<file path="src/rtl/hyper_rx_pkg.sv">
// Shared types and sizing helpers for the HyperBus/xSPI read-capture packer.
// The config struct uses fixed container widths so it is independent of CNT_W/NUM_CH.
package hyper_rx_pkg;

    typedef enum logic [1:0] {
        SKIP = 2'd0,
        PACK = 2'd1,
        DONE = 2'd2
    } hyper_rx_state_e;

    localparam int CFG_SEL_W = 8;
    localparam int CFG_CNT_W = 32;

    typedef struct packed {
        logic                 all_ch;
        logic [CFG_SEL_W-1:0] ch_sel;
        logic [CFG_CNT_W-1:0] skip;
        logic [CFG_CNT_W-1:0] pairs;
    } hyper_rx_cfg_t;

    // Pairs per packed word: one lane gives 2*dq_w bits per pair, all lanes give num_ch times that.
    function automatic int pack_ratio(input logic all_ch, input int out_w, input int dq_w,
                                      input int num_ch);
        return all_ch ? (out_w / (2 * dq_w * num_ch)) : (out_w / (2 * dq_w));
    endfunction

    function automatic int slot_w(input logic all_ch, input int out_w, input int dq_w,
                                  input int num_ch);
        return out_w / pack_ratio(all_ch, out_w, dq_w, num_ch);
    endfunction

endpackage

</file>
<file path="src/rtl/hyper_rx_lane_sel.sv">
// Combinational lane mux: picks one device lane (zero-extended) or passes all lanes through.
module hyper_rx_lane_sel
    import hyper_rx_pkg::*;
#(
    parameter int DQ_W   = 8,
    parameter int NUM_CH = 2,
    localparam int LANE_W = 2 * DQ_W,
    localparam int PAIR_W = 2 * DQ_W * NUM_CH
) (
    input  logic                 i_all_ch,
    input  logic [CFG_SEL_W-1:0] i_ch_sel,
    input  logic [PAIR_W-1:0]    i_pair,
    output logic [PAIR_W-1:0]    o_slot
);

    always_comb begin
        o_slot = '0;
        if (i_all_ch) begin
            o_slot = i_pair;
        end else begin
            for (int k = 0; k < NUM_CH; k++) begin
                if (i_ch_sel == CFG_SEL_W'(k))
                    o_slot[LANE_W-1:0] = i_pair[k*LANE_W +: LANE_W];
            end
        end
    end

endmodule

</file>
<file path="src/rtl/hyper_rx_pack_ctrl.sv">
// Read-capture packer on the RWDS clock: skips leading pairs, packs pairs into words, flags overflow.
// Optional debug outputs err_extra_o / pair_cnt_o are built when HYPER_RX_ERR_EN is defined.
module hyper_rx_pack_ctrl
    import hyper_rx_pkg::*;
#(
    parameter int DQ_W   = 8,
    parameter int NUM_CH = 2,
    parameter int OUT_W  = 32,
    parameter int CNT_W  = 16,
    localparam int SEL_W  = (NUM_CH > 1) ? $clog2(NUM_CH) : 1,
    localparam int PAIR_W = 2 * DQ_W * NUM_CH
) (
    input  logic                 clk_rwds,
    input  logic                 resetReadModule,
    input  logic                 cfg_all_ch_i,
    input  logic [SEL_W-1:0]     cfg_ch_sel_i,
    input  logic [CNT_W-1:0]     cfg_skip_i,
    input  logic [CNT_W-1:0]     cfg_pairs_i,
    input  logic                 ddr_valid_i,
    input  logic [PAIR_W-1:0]    ddr_pair_i,
    input  logic                 fifo_ready_i,
    output logic                 valid_o,
    output logic [OUT_W-1:0]     word_o,
    output logic [OUT_W/8-1:0]   strb_o,
    output logic                 last_o,
    output logic                 overflow_o,
    output logic                 done_o
`ifdef HYPER_RX_ERR_EN
    ,
    output logic                 err_extra_o,
    output logic [CNT_W-1:0]     pair_cnt_o
`endif
);

    localparam int MAX_PACK = OUT_W / (2 * DQ_W);
    localparam int IDX_W    = (MAX_PACK > 1) ? $clog2(MAX_PACK) : 1;
    localparam int STRB_W   = OUT_W / 8;

    hyper_rx_cfg_t   w_cfg;
    hyper_rx_state_e r_state, w_state_nxt;

    logic [IDX_W-1:0]  r_idx;
    logic [CNT_W-1:0]  r_skip_cnt, r_pair_cnt;
    logic [OUT_W-1:0]  r_word, w_word_nxt;
    logic [STRB_W-1:0] r_strb, w_strb_nxt;
    logic [PAIR_W-1:0] w_slot;

    logic              r_valid, r_last, r_overflow;
    logic [OUT_W-1:0]  r_word_out;
    logic [STRB_W-1:0] r_strb_out;

    logic w_skip_pend, w_pair_last, w_idx_full;
    logic w_skip_inc, w_take, w_emit, w_last;
    int   w_pack, w_slot_w, w_slot_b;

    // Config is quasi-static, so it is used directly without a capture stage.
    always_comb begin
        w_cfg.all_ch = cfg_all_ch_i;
        w_cfg.ch_sel = CFG_SEL_W'(cfg_ch_sel_i);
        w_cfg.skip   = CFG_CNT_W'(cfg_skip_i);
        w_cfg.pairs  = CFG_CNT_W'(cfg_pairs_i);
    end

    hyper_rx_lane_sel #(
        .DQ_W   (DQ_W),
        .NUM_CH (NUM_CH)
    ) u_lane_sel (
        .i_all_ch (w_cfg.all_ch),
        .i_ch_sel (w_cfg.ch_sel),
        .i_pair   (ddr_pair_i),
        .o_slot   (w_slot)
    );

    always_comb begin
        w_pack      = pack_ratio(w_cfg.all_ch, OUT_W, DQ_W, NUM_CH);
        w_slot_w    = slot_w(w_cfg.all_ch, OUT_W, DQ_W, NUM_CH);
        w_slot_b    = w_slot_w / 8;
        w_skip_pend = CFG_CNT_W'(r_skip_cnt) < w_cfg.skip;
        w_pair_last = (CFG_CNT_W'(r_pair_cnt) + CFG_CNT_W'(1)) == w_cfg.pairs;
        w_idx_full  = (int'(r_idx) == (w_pack - 1));
        // Unfilled slots are always zero, so OR-ing in the new slot is enough.
        w_word_nxt  = r_word | (OUT_W'(w_slot) << (int'(r_idx) * w_slot_w));
        w_strb_nxt  = r_strb;
        for (int b = 0; b < STRB_W; b++) begin
            if ((b >= int'(r_idx) * w_slot_b) && (b < (int'(r_idx) + 1) * w_slot_b))
                w_strb_nxt[b] = 1'b1;
        end
    end

    always_ff @(posedge clk_rwds or posedge resetReadModule) begin
        if (resetReadModule) r_state <= SKIP;
        else                 r_state <= w_state_nxt;
    end

    always_comb begin
        w_state_nxt = r_state;
        w_skip_inc  = 1'b0;
        w_take      = 1'b0;
        w_emit      = 1'b0;
        w_last      = 1'b0;
        if (ddr_valid_i) begin
            case (r_state)
                SKIP: begin
                    if (w_skip_pend) begin
                        w_skip_inc = 1'b1;
                    end else if (w_cfg.pairs == '0) begin
                        w_state_nxt = DONE;
                    end else begin
                        w_take      = 1'b1;
                        w_state_nxt = PACK;
                    end
                end
                PACK:    w_take = 1'b1;
                DONE:    w_take = 1'b0;
                default: w_state_nxt = SKIP;
            endcase
        end
        if (w_take) begin
            w_last = w_pair_last;
            w_emit = w_idx_full || w_pair_last;
            if (w_pair_last) w_state_nxt = DONE;
        end
    end

    always_ff @(posedge clk_rwds or posedge resetReadModule) begin
        if (resetReadModule) begin
            r_idx      <= '0;
            r_skip_cnt <= '0;
            r_pair_cnt <= '0;
            r_word     <= '0;
            r_strb     <= '0;
            r_valid    <= 1'b0;
            r_last     <= 1'b0;
            r_overflow <= 1'b0;
            r_word_out <= '0;
            r_strb_out <= '0;
        end else begin
            r_valid <= w_emit;
            r_last  <= w_emit & w_last;
            // RWDS cannot be stalled: the word is presented regardless, only the error is recorded.
            if (r_valid && !fifo_ready_i) r_overflow <= 1'b1;
            if (w_skip_inc) r_skip_cnt <= r_skip_cnt + CNT_W'(1);
            if (w_take) begin
                r_pair_cnt <= r_pair_cnt + CNT_W'(1);
                if (w_emit) begin
                    r_word_out <= w_word_nxt;
                    r_strb_out <= w_strb_nxt;
                    r_word     <= '0;
                    r_strb     <= '0;
                    r_idx      <= '0;
                end else begin
                    r_word     <= w_word_nxt;
                    r_strb     <= w_strb_nxt;
                    r_idx      <= r_idx + IDX_W'(1);
                end
            end
        end
    end

    assign valid_o    = r_valid;
    assign word_o     = r_word_out;
    assign strb_o     = r_strb_out;
    assign last_o     = r_last;
    assign overflow_o = r_overflow;
    assign done_o     = (r_state == DONE);

`ifdef HYPER_RX_ERR_EN
    logic             r_err_extra;
    logic [CNT_W-1:0] r_rx_cnt;

    always_ff @(posedge clk_rwds or posedge resetReadModule) begin
        if (resetReadModule) begin
            r_err_extra <= 1'b0;
            r_rx_cnt    <= '0;
        end else if (ddr_valid_i) begin
            if (r_state == DONE) r_err_extra <= 1'b1;
            if (r_rx_cnt != '1)  r_rx_cnt    <= r_rx_cnt + CNT_W'(1);
        end
    end

    assign err_extra_o = r_err_extra;
    assign pair_cnt_o  = r_rx_cnt;
`endif

endmodule

</file>
<file path="config.mk">
export PLATFORM = sky130hd
export DESIGN_NAME = hyper_rx_pack_ctrl
export DESIGN_NICKNAME = d
export VERILOG_FILES = /design/src/rtl/hyper_rx_pkg.sv /design/src/rtl/hyper_rx_lane_sel.sv /design/src/rtl/hyper_rx_pack_ctrl.sv
export SDC_FILE = /design/constraint.sdc
export NUM_CORES = 1
export LEC_CHECK = 0
export CAP_MARGIN = 20
export CORE_MARGIN = 2
export CORE_UTILIZATION = 46
export DETAILED_ROUTE_END_ITERATION = 10
export PLACE_DENSITY = 0.69
export SLEW_MARGIN = 20
export SYNTH_ARGS = -nofsm -noshare
export SYNTH_HDL_FRONTEND = slang
export SYNTH_SLANG_ARGS = --single-unit
</file>
<file path="constraint.sdc">
create_clock -name clk_rwds -period 6.81 [get_ports clk_rwds]
set_input_delay 1.362 -clock clk_rwds [delete_from_list [all_inputs] [get_ports clk_rwds]]
set_output_delay 1.362 -clock clk_rwds [all_outputs]
set_load 0.005 [all_outputs]
</file>
==> metrics, run 1 <==
outcome finished clean; CP cell instances clkdlybuf4s50_1, nor4_1, nand4_1, nor4_1, nand2b_1, buf_4, or2_2, buf_4, nor4_1, nand3b_1; Post-CTS Setup Inserts 0; Clock Sinks 110; crit path time final ~4.5 ns; share of layout cells above drive strength 1 7.866%; Stages on worst setup path 10; Routed Wire Length 21170 um; largest net degree at the start of global routing 73; fin. max-slew vios 0; post-route cell area 8951 sq um; Placer Congestion 0.8317; Final Hold Vio Count 0; Leak Pwr 3.589 nW; Place WS 1.912 ns; first-pass GRT wire length about 35000 um; VDD IR max about 150 uV; # nets final 1015; Worst slew margin slightly below 40%; Layout Utilization 56.35%; Core Area 15890 sq um; Top cell by count, worst path nor4_1; skew final 0.005619 ns; # rows 46; Setup Viol. Count Final 0; Die ar. 17320 sq um; Synth top cells by count 122 x a21oi_1, 110 x dfrtp_1, 52 x nand2_1; Avg Vias per Cell slightly above 6; vias in the first global route about 6700; Post-synth top flop dfrtp_1; Worst path max stage delay approximately 0.73 ns; Residual DRC 0; fin worst setup slack around 2.3 ns; hold depth 1; Syn Inst Count around 860; HPWL Detailed 13660 um; initial antenna violation count 0; Synth Net Count between 900 and 1000; GRT overflow 0; crit path buf inv count 3; Syn. warnings 0; via count roughly 6900; Placed Instances 1129; Finished Layout Cells between 1000 and 1500; clk buf depth 2; TritonCTS clock tree done; Distinct cells, synth 63; RSZ-0062 raised after global routing false; Root Buffer clkbuf_16; R2R cell count 9; GRT Overall Usage 24.80%; I/O Pins 110; hold-fix buffers at CTS 0; Post-Place Cell Area 8648 sq um; hold_ws 0.4625 ns; crit path launch type input pin; area growth from synthesis to layout 19.51%; critical path peak fanout 40; initial core utilization between 40 and 50%; Async SR Flop Fraction 100.0%; CTS H-tree depth 3; post-synthesis sequential area ratio 36.75%; Power, Total 2.753 mW; power density cells 307.5 nW/um^2; Die X around 130 um; Max Freq 0.2229 GHz; Yosys top cell by area dfrtp_1; Skew-Pair Late Insertion Delay 0.37 ns; Final ANT Viol Nets 0; hold crit path type reg2reg; Post-CTS Resized 0; Crit Reg-Reg Startpoint r_pair_cnt[0]; Initial DRC Count ~700; HP Start overflow_o; Crit Path Class in2reg; Worst setup EP type flop; Clock Pin Slew Worst Setup and Hold Paths 0.07 ns; reg-to-reg critical path endpoint r_word[25]; top cell type's share of synthesized area 36.75%; max cap viols 0; n_diodes 0; Worst Tran Pin Value 0.9164 ns; chip height around 130 um; hold endpoint overflow_o; fill cell count 1453; setup_tns 0 ns; syn avg cell area roughly 8.7 sq um; critical path arrival between 4 and 5 ns; Synth Cell Area 7490 sq um; #FFs+latches synth between 100 and 150; DRT Pass-1 Iters 6; routed len/inst 18.50 um; worst path required time just over 7 ns; EDFF count, synth 0; CTS buffer count 9; period utilization 65.89%; input/output buffers approximately 110; Crit path max-delay family simple AND/OR/NAND/NOR gates; most common cell in the synthesized netlist a21oi_1; cells taking the most area after synthesis dfrtp_1 37%, a21oi_1 8.2%, nor2b_1 3.6%; Critical Path Slowest Stage Cell or2_2; worst reg2reg setup slack 3.08 ns
-- cell usage in the layout (no fill, tap or decap), types with 4 or more instances in the layout --
master           count
xnor2_1             22
nand4_1              8
a22o_1              16
mux2_2              19
nor2_1              25
clkdlybuf4s50_1    109
a211oi_1             7
nand2b_1             4
and3_1               7
nand3_1             26
mux2i_1              4
nor3_1              28
o2111ai_1           18
nand2_1             52
clkbuf_16            9
nand3b_1            16
nor2b_1             43
o21ai_0             50
clkbuf_8             4
buf_4               13
xor2_1              25
ha_1                20
a21oi_1            122
nor4_1              24
inv_1               40
dfrtp_1            110
a21o_1               5
a221oi_1            16
nor4b_1             16
o21ai_1             19
-- per-layer routing --
metal  share of wire (%)  track usage (%)  wire length (um)  vias up
li1                    -                -                 -     3269
met4                 1.9            8.575               407        0
met3                 7.2            4.475              1517       30
met1                  44            34.24              9396     3357
met5                   0                0                 0        -
met2                  47            39.24              9846      256
-- state kept, by name (all words and copies together), names as in the netlist --
register    flops
r_state         2
r_strb          4
r_skip_cnt     16
overflow_o      1
valid_o         1
strb_o          4
r_pair_cnt     16
r_idx           1
word_o         32
r_word         32
last_o          1
-- report_power, final --
group	internal [mW]	switching, mW
Combinational	0.552	0.605
Clock	0.287	0.252
Sequential	0.868	0.189
Total	1.71	1.05
-- worst max path at each step --
stage,end,start
final,word_o[28],cfg_pairs_i[9]
after CTS,word_o[17],cfg_pairs_i[9]
after floorplan,last_o,resetReadModule
after global placement,word_o[16],cfg_pairs_i[9]
after global routing,word_o[17],cfg_pairs_i[9]
after detailed placement,word_o[17],cfg_pairs_i[9]
-- cell type report --
cell class / count / area, sq um / share of cell area (%)
clock buffers: 13 / 280.3 / 3.131
clock inverters: 2 / 15.01 / 0.1677
inverters: 41 / 156.4 / 1.747
multi-input cells: 640 / 4288 / 47.90
flip-flops and latches: 110 / 2753 / 30.75
well taps: 216 / 270.3 / 3.019
repair buffers: 122 / 1189 / 13.28
-- logic make-up (layout without fill, tap and decap cells) --
group / count (synthesis) / after routing / synth area share (%)
AOI/OAI and AO/OA: 275 / 275 / 22.99
xor gates and xnor gates: 47 / 47 / 5.496
adders and majority gates: 21 / 21 / 3.508
buffers and inverters: 112 / 178 / 6.331
DFF: 110 / 110 / 36.75
muxes: 24 / 24 / 3.692
and+or+nand+nor: 273 / 273 / 21.23
-- worst register-to-register path, delay by kind of cell (launching register included) --
family | cells | cell delay (ns)
xor gates and xnor gates | 1 | 0.19
and+or+nand+nor | 3 | 1.27
buffers and inverters | 1 | 0.42
adders and majority gates | 1 | 0.31
AOI/OAI and AO/OA | 3 | 0.97
DFF | 1 | 0.45
No activity file was read; power rests on OpenSTA's default activity.
==> run 2, diff against run 1 <==
==> constraint.sdc (replaced) <==
create_clock -name clk_rwds -period 4.2 [get_ports clk_rwds]
set_input_delay 0.84 -clock clk_rwds [delete_from_list [all_inputs] [get_ports clk_rwds]]
set_output_delay 0.84 -clock clk_rwds [all_outputs]
set_load 0.005 [all_outputs]
==> metrics, run 2 (synthesis results as in run 1) <==
outcome finished clean; M1 WL 9410 um (+0.15%); RSZ-0062 raised after global routing false; GRT Overall Usage 23.92% (-0.89 points); HP Start overflow_o; n_diodes 0 (unchanged); met2 routed WL 9340 um (-5.1%); Core Area 15890 sq um (unchanged); CTS buffer count 9 (unchanged); I/O Pins 110 (unchanged); critical path peak fanout 32 (-20%); period utilization between 80% and 90%; Finished Layout Cells 1155 (+0.96%); critical path arrival 3.60 ns (-1.13 ns); crit path launch type input pin; Worst setup EP type flop; DRT Pass-1 Iters 5 (-1); hold-fix buffers at CTS 0 (unchanged); Die ar. 17320 sq um (unchanged); Max Freq 0.2975 GHz; initial antenna violation count 0 (unchanged); DR top layer met4; TritonCTS clock tree done; worst reg2reg setup slack 1.16 ns (-1.92 ns); Crit Path Class in2reg; routed len/inst 17.79 um (-3.9%); # rows 46 (unchanged); most frequent cells in the layout 122 x a21oi_1, 110 x dfrtp_1, 109 x clkdlybuf4s50_1, 52 x nand2_1, 50 x o21ai_0; Worst slew margin 48.87% (+10 points); Placed Instances 1139 (+0.89%); Routed Wire Length 20540 um (-3.0%); Post-CTS Resized 0 (unchanged); chip height 131.6 um (unchanged); Post-CTS Setup Inserts 0 (unchanged); Placer Congestion 0.8680 (+4.4%); hold depth 1 (unchanged); reg-to-reg critical path endpoint word_o[27]; input/output buffers 109 (unchanged); power density cells 505.9 nW/um^2 (+64%); crit path time final 3.361 ns; Setup Viol. Count Final 0 (unchanged); fill cell count 1449 (-0.28%); Final Hold Vio Count 0 (unchanged); hold crit path type reg2reg; max cap viols 0 (unchanged); via count 6921 (+0.13%); setup_tns 0 ns (unchanged); first-pass GRT wire length 34130 um (-2.3%); worst path required time 4.44 ns (-2.61 ns); Root Buffer clkbuf_16; CP startpoint cfg_skip_i[9]; Clock Sinks 110 (unchanged); vias in the first global route 6601 (-1.6%); hold endpoint overflow_o; share of layout cells above drive strength 1 8.839% (+0.97 points); VDD IR max 251.7 uV (+71%); Initial DRC Count 573 (-20%); Crit Reg-Reg Startpoint r_pair_cnt[9]; area growth from synthesis to layout 21.70%; clk buf depth 2 (unchanged); HPWL Detailed 13640 um (-0.20%); Critical Path Slowest Stage Cell clkdlybuf4s50_1; Layout Utilization 57.38% (+1.0 points); fin. max-slew vios 0 (unchanged); initial core utilization 47.15% (unchanged); skew final 0.01244 ns (+0.006820 ns); Worst Tran Pin Value 0.7661 ns (-0.1503 ns); Skew-Pair Late Insertion Delay 0.36 ns (about the same); CP cell instances clkdlybuf4s50_1, inv_1, ha_1, a21o_1, a221o_1, o2bb2ai_1, a211oi_4, or2_2, buf_12, nor4_1, nand3b_1; R2R cell count 8 (-1); leading cell type in the layout, fill and taps excluded a21oi_1; Clock Pin Slew Worst Setup and Hold Paths 0.08 ns (about the same); Die X 131.6 um (unchanged); GRT overflow 0 (unchanged); largest net degree at the start of global routing 65 (-11%); routed wl met3 1261 um (-17%); Leak Pwr 3.675 nW (+2.4%); # nets final 1025 (+0.99%); Final ANT Viol Nets 0 (unchanged); CTS H-tree depth 3 (unchanged); Residual DRC 0 (unchanged); Avg Vias per Cell 5.992 (-0.82%); Worst path max stage delay 0.46 ns (-0.27 ns)
-- run 2: cell types whose count changed in the layout (fill, tap and decap cells not counted), sizes merged --
cell,before,now
buf,13,23
bufinv,0,3
clkbuf,13,11
clkinvlp,2,1
inv,41,42
-- run 2: worst max path at each step --
stage / to / slack [ns]
after floorplan: last_o / 0.46
after global placement: word_o[23] / 0.52
after detailed placement: word_o[22] / 0.48
after CTS: word_o[22] / 0.83
after global routing: r_word[30] / 0.68
final: word_o[22] / 0.84
-- run 2: final cells by class --
cell class	count	area, sq um	area share, %
Tap cell	216	270.3	2.965
Multi-Input combinational cell	640	4283	46.99
Clock buffer	11	232.7	2.553
Clock inverter	5	106.4	1.167
Timing Repair Buffer	132	1314	14.41
Sequential cell	110	2753	30.20
Inverter	41	156.4	1.716
-- run 2: where the power goes --
| group | internal, mW | switching, mW | total (mW) |
|---|---|---|---|
| registers | 1.41 | 0.297 | 1.71 |
| clock network | 0.587 | 0.404 | 0.990 |
| logic | 0.929 | 0.987 | 1.92 |
| total | 2.92 | 1.69 | 4.61 |
-- run 2: worst max-delay path: cells and delay by family --
kind / cells / cell delay [ns]
AO/OA/AOI/OAI: 4 / 1.09
buffers and inverters: 3 / 0.73
AND/OR/NAND/NOR: 3 / 0.64
adder cells (fa/ha/maj): 1 / 0.29
-- run 2: per-layer routing --
layer / vias up / global-route usage (%)
li1: 3291 / -
met1: 3320 / 34.04
met2: 273 / 37.09
met3: 37 / 3.511
met4: 0 / 8.575
met5: - / 0
-- run 2: metrics by stage --
stage | power, mW | area (sq um) | setup slack (ns) | hold WS, ns
6_report | 4.611 | 9115 | 0.8387 | 0.4602
5_1_grt | 4.944 | 9115 | 0.6846 | 0.4896
4_1_cts | 4.628 | 9115 | 0.8345 | 0.4671
3_5_place_dp | 3.623 | 8776 | 0.4755 | 0.4563
3_3_place_gp | 3.590 | 8773 | 0.5215 | 0.4440
2_1_floorplan | 2.883 | 7490 | 0.4577 | 0.4455
==> run 3, diff against run 2 <==
--- a/config.mk
+++ b/config.mk
@@ -9,7 +9,7 @@
 export CORE_MARGIN = 2
 export CORE_UTILIZATION = 46
 export DETAILED_ROUTE_END_ITERATION = 10
-export PLACE_DENSITY = 0.69
+export PLACE_DENSITY = 0.72
 export SLEW_MARGIN = 20
 export SYNTH_ARGS = -nofsm -noshare
 export SYNTH_HDL_FRONTEND = slang
==> constraint.sdc (replaced) <==
create_clock -name clk_rwds -period 2.94 [get_ports clk_rwds]
set_input_delay 0.588 -clock clk_rwds [delete_from_list [all_inputs] [get_ports clk_rwds]]
set_output_delay 0.588 -clock clk_rwds [all_outputs]
set_load 0.005 [all_outputs]
==> metrics, run 3 (synthesis results as in run 1) <==
skew final 0.007569 ns (-0.004870 ns); Worst setup EP type flop; outcome finished clean; largest net degree at the start of global routing 111 (+71%); fill cell count 1388 (-4.2%); Leak Pwr 3.997 nW (+8.8%); hold crit path type reg2reg; Finished Layout Cells 1210 (+4.8%); TritonCTS clock tree done; critical path peak fanout 7 (-78%); crit path buf inv count 3 (unchanged); GRT overflow 0 (unchanged); Routed Wire Length 21530 um (+4.8%); n_diodes 0 (unchanged); area growth from synthesis to layout 29.65%; initial antenna violation count 0 (unchanged); CTS buffer count 9 (unchanged); leading cell type in the layout, fill and taps excluded a21oi_1; HP Start overflow_o; hold depth 1 (unchanged); CTS H-tree depth 3 (unchanged); Worst Tran Pin Value 0.6464 ns (-0.1197 ns); vias in the first global route 6882 (+4.3%); Residual DRC 0 (unchanged); reg-to-reg critical path endpoint word_o[26]; Seq. cell area 2753 sq um (unchanged); fin. max-slew vios 0 (unchanged); # rows 46 (unchanged); crit path time final approximately 2.9 ns; Crit path max-delay family compound AO/OA/AOI/OAI gates; initial core utilization 47.15% (unchanged); Max Freq 0.3469 GHz; max cap viols 0 (unchanged); Crit Reg-Reg Startpoint r_pair_cnt[0]; crit path launch type input pin; most frequent cells in the layout 120 x a21oi_1, 110 x dfrtp_1, 109 x clkdlybuf4s50_1, 58 x buf_4, 52 x nand2_1; input/output buffers 109 (unchanged); power density cells 693.6 nW/um^2 (+37%); Placer Congestion 0.9512 (+9.6%); # nets final 1080 (+5.4%); Die ar. 17320 sq um (unchanged); multi-input logic area 4322 sq um (+0.91%); clk buf depth 2 (unchanged); R2R cell count 8 (unchanged); GRT Overall Usage 24.61% (+0.69 points); Root Buffer clkbuf_16; Final ANT Viol Nets 0 (unchanged); Clock Sinks 110 (unchanged); Final Hold Vio Count 0 (unchanged); share of layout cells above drive strength 1 14.59% (+5.7 points); Initial DRC Count 593 (+3.5%); DRT Pass-1 Iters 5 (unchanged); VDD IR max 420.1 uV (+67%); via count 7141 (+3.2%); Critical Path Slowest Stage Cell clkdlybuf4s50_1; Skew-Pair Late Insertion Delay 0.35 ns (about the same); CP cell instances clkdlybuf4s50_1, inv_1, ha_1, a21o_1, a221o_1, o2bb2ai_2, a211oi_4, buf_6, nand3_2, nor3_1, xor2_1; hold endpoint overflow_o; Avg Vias per Cell 5.902 (-1.5%); routed len/inst 17.79 um (about the same); first-pass GRT wire length 34930 um (+2.3%); worst path required time 3.21 ns (-1.23 ns); Crit Path Class in2reg; Power, Total 6.735 mW (+46%); I/O Pins 110 (unchanged); Clock Pin Slew Worst Setup and Hold Paths 0.07 ns (about the same); Die X 131.6 um (unchanged); period utilization 98.05%; Setup Viol. Count Final 0 (unchanged); HPWL Detailed 14360 um (+5.3%); Core Area 15890 sq um (unchanged); chip height 131.6 um (unchanged); Worst path max stage delay 0.45 ns (about the same); worst reg2reg setup slack 0.16 ns (-1.00 ns); Placed Instances 1191 (+4.6%); Worst slew margin 56.91% (+8.0 points); critical path arrival 3.16 ns (-0.44 ns)
-- run 3: worst register-to-register path: stages (launching register included) --
cell,delay (ns)
dfrtp_1,0.43
ha_1,0.29
and4_4,0.32
nand3_4,0.11
or4_4,0.53
a211o_4,0.45
buf_12,0.19
nor4_1,0.25
nand3b_1,0.14
-- run 3: worst max path at each step --
stage	slack, ns	end	cells after the start	startpoint
after floorplan	0.13	r_pair_cnt[8]	11	cfg_skip_i[9]
after global placement	-0.33	r_skip_cnt[9]	11	cfg_skip_i[9]
after detailed placement	-0.39	word_o[13]	12	cfg_skip_i[9]
after CTS	0.02	word_o[10]	13	cfg_skip_i[9]
after global routing	-0.02	r_skip_cnt[7]	11	cfg_skip_i[9]
final	0.06	r_skip_cnt[7]	11	cfg_skip_i[9]
-- run 3: cell type report --
class | instances | area share, %
clock buffers | 13 | 2.680
clock inverters | 3 | 0.4381
inverters | 41 | 1.624
multi-input cells | 640 | 44.50
flip-flops and latches | 110 | 28.35
well taps | 216 | 2.783
repair buffers | 187 | 19.62
-- run 3: routing by layer --
metal  global-route usage [%]  share of wire, %  vias to the layer above
li1                         -                 -                     3410
met1                    33.86                46                     3449
met2                    39.50                47                      263
met3                    4.668               6.1                       19
met4                    7.126               1.4                        0
met5                        0                 0                        -
-- run 3: where the power goes --
part	switching [mW]	internal [mW]	total, mW
Sequential	0.437	2.01	2.45
Combinational	1.47	1.54	3.01
Clock	0.569	0.708	1.28
-- run 3: timing repair --
action,in CTS,in global routing
gates cloned,0,1
setup buffers,0,2
gates resized for setup,5,8
endpoints found under the setup margin,9,46
hold buffers,0,0
pin swaps,1,7
-- run 3: metrics by stage --
stage	area (sq um)	setup WS (ns)	setup TNS [ns]	util [%]	hold slack [ns]
final	9711	0.05728	0	61.13	0.4572
after global routing	9711	-0.01796	-0.03139	61.13	0.4823
after CTS	9639	0.02091	0	60.68	0.4598
after detailed placement	9315	-0.3947	-27.73	58.64	0.4434
after global placement	9315	-0.3260	-22.24	58.64	0.4447
after floorplan	7493	0.1335	0	-	0.4455
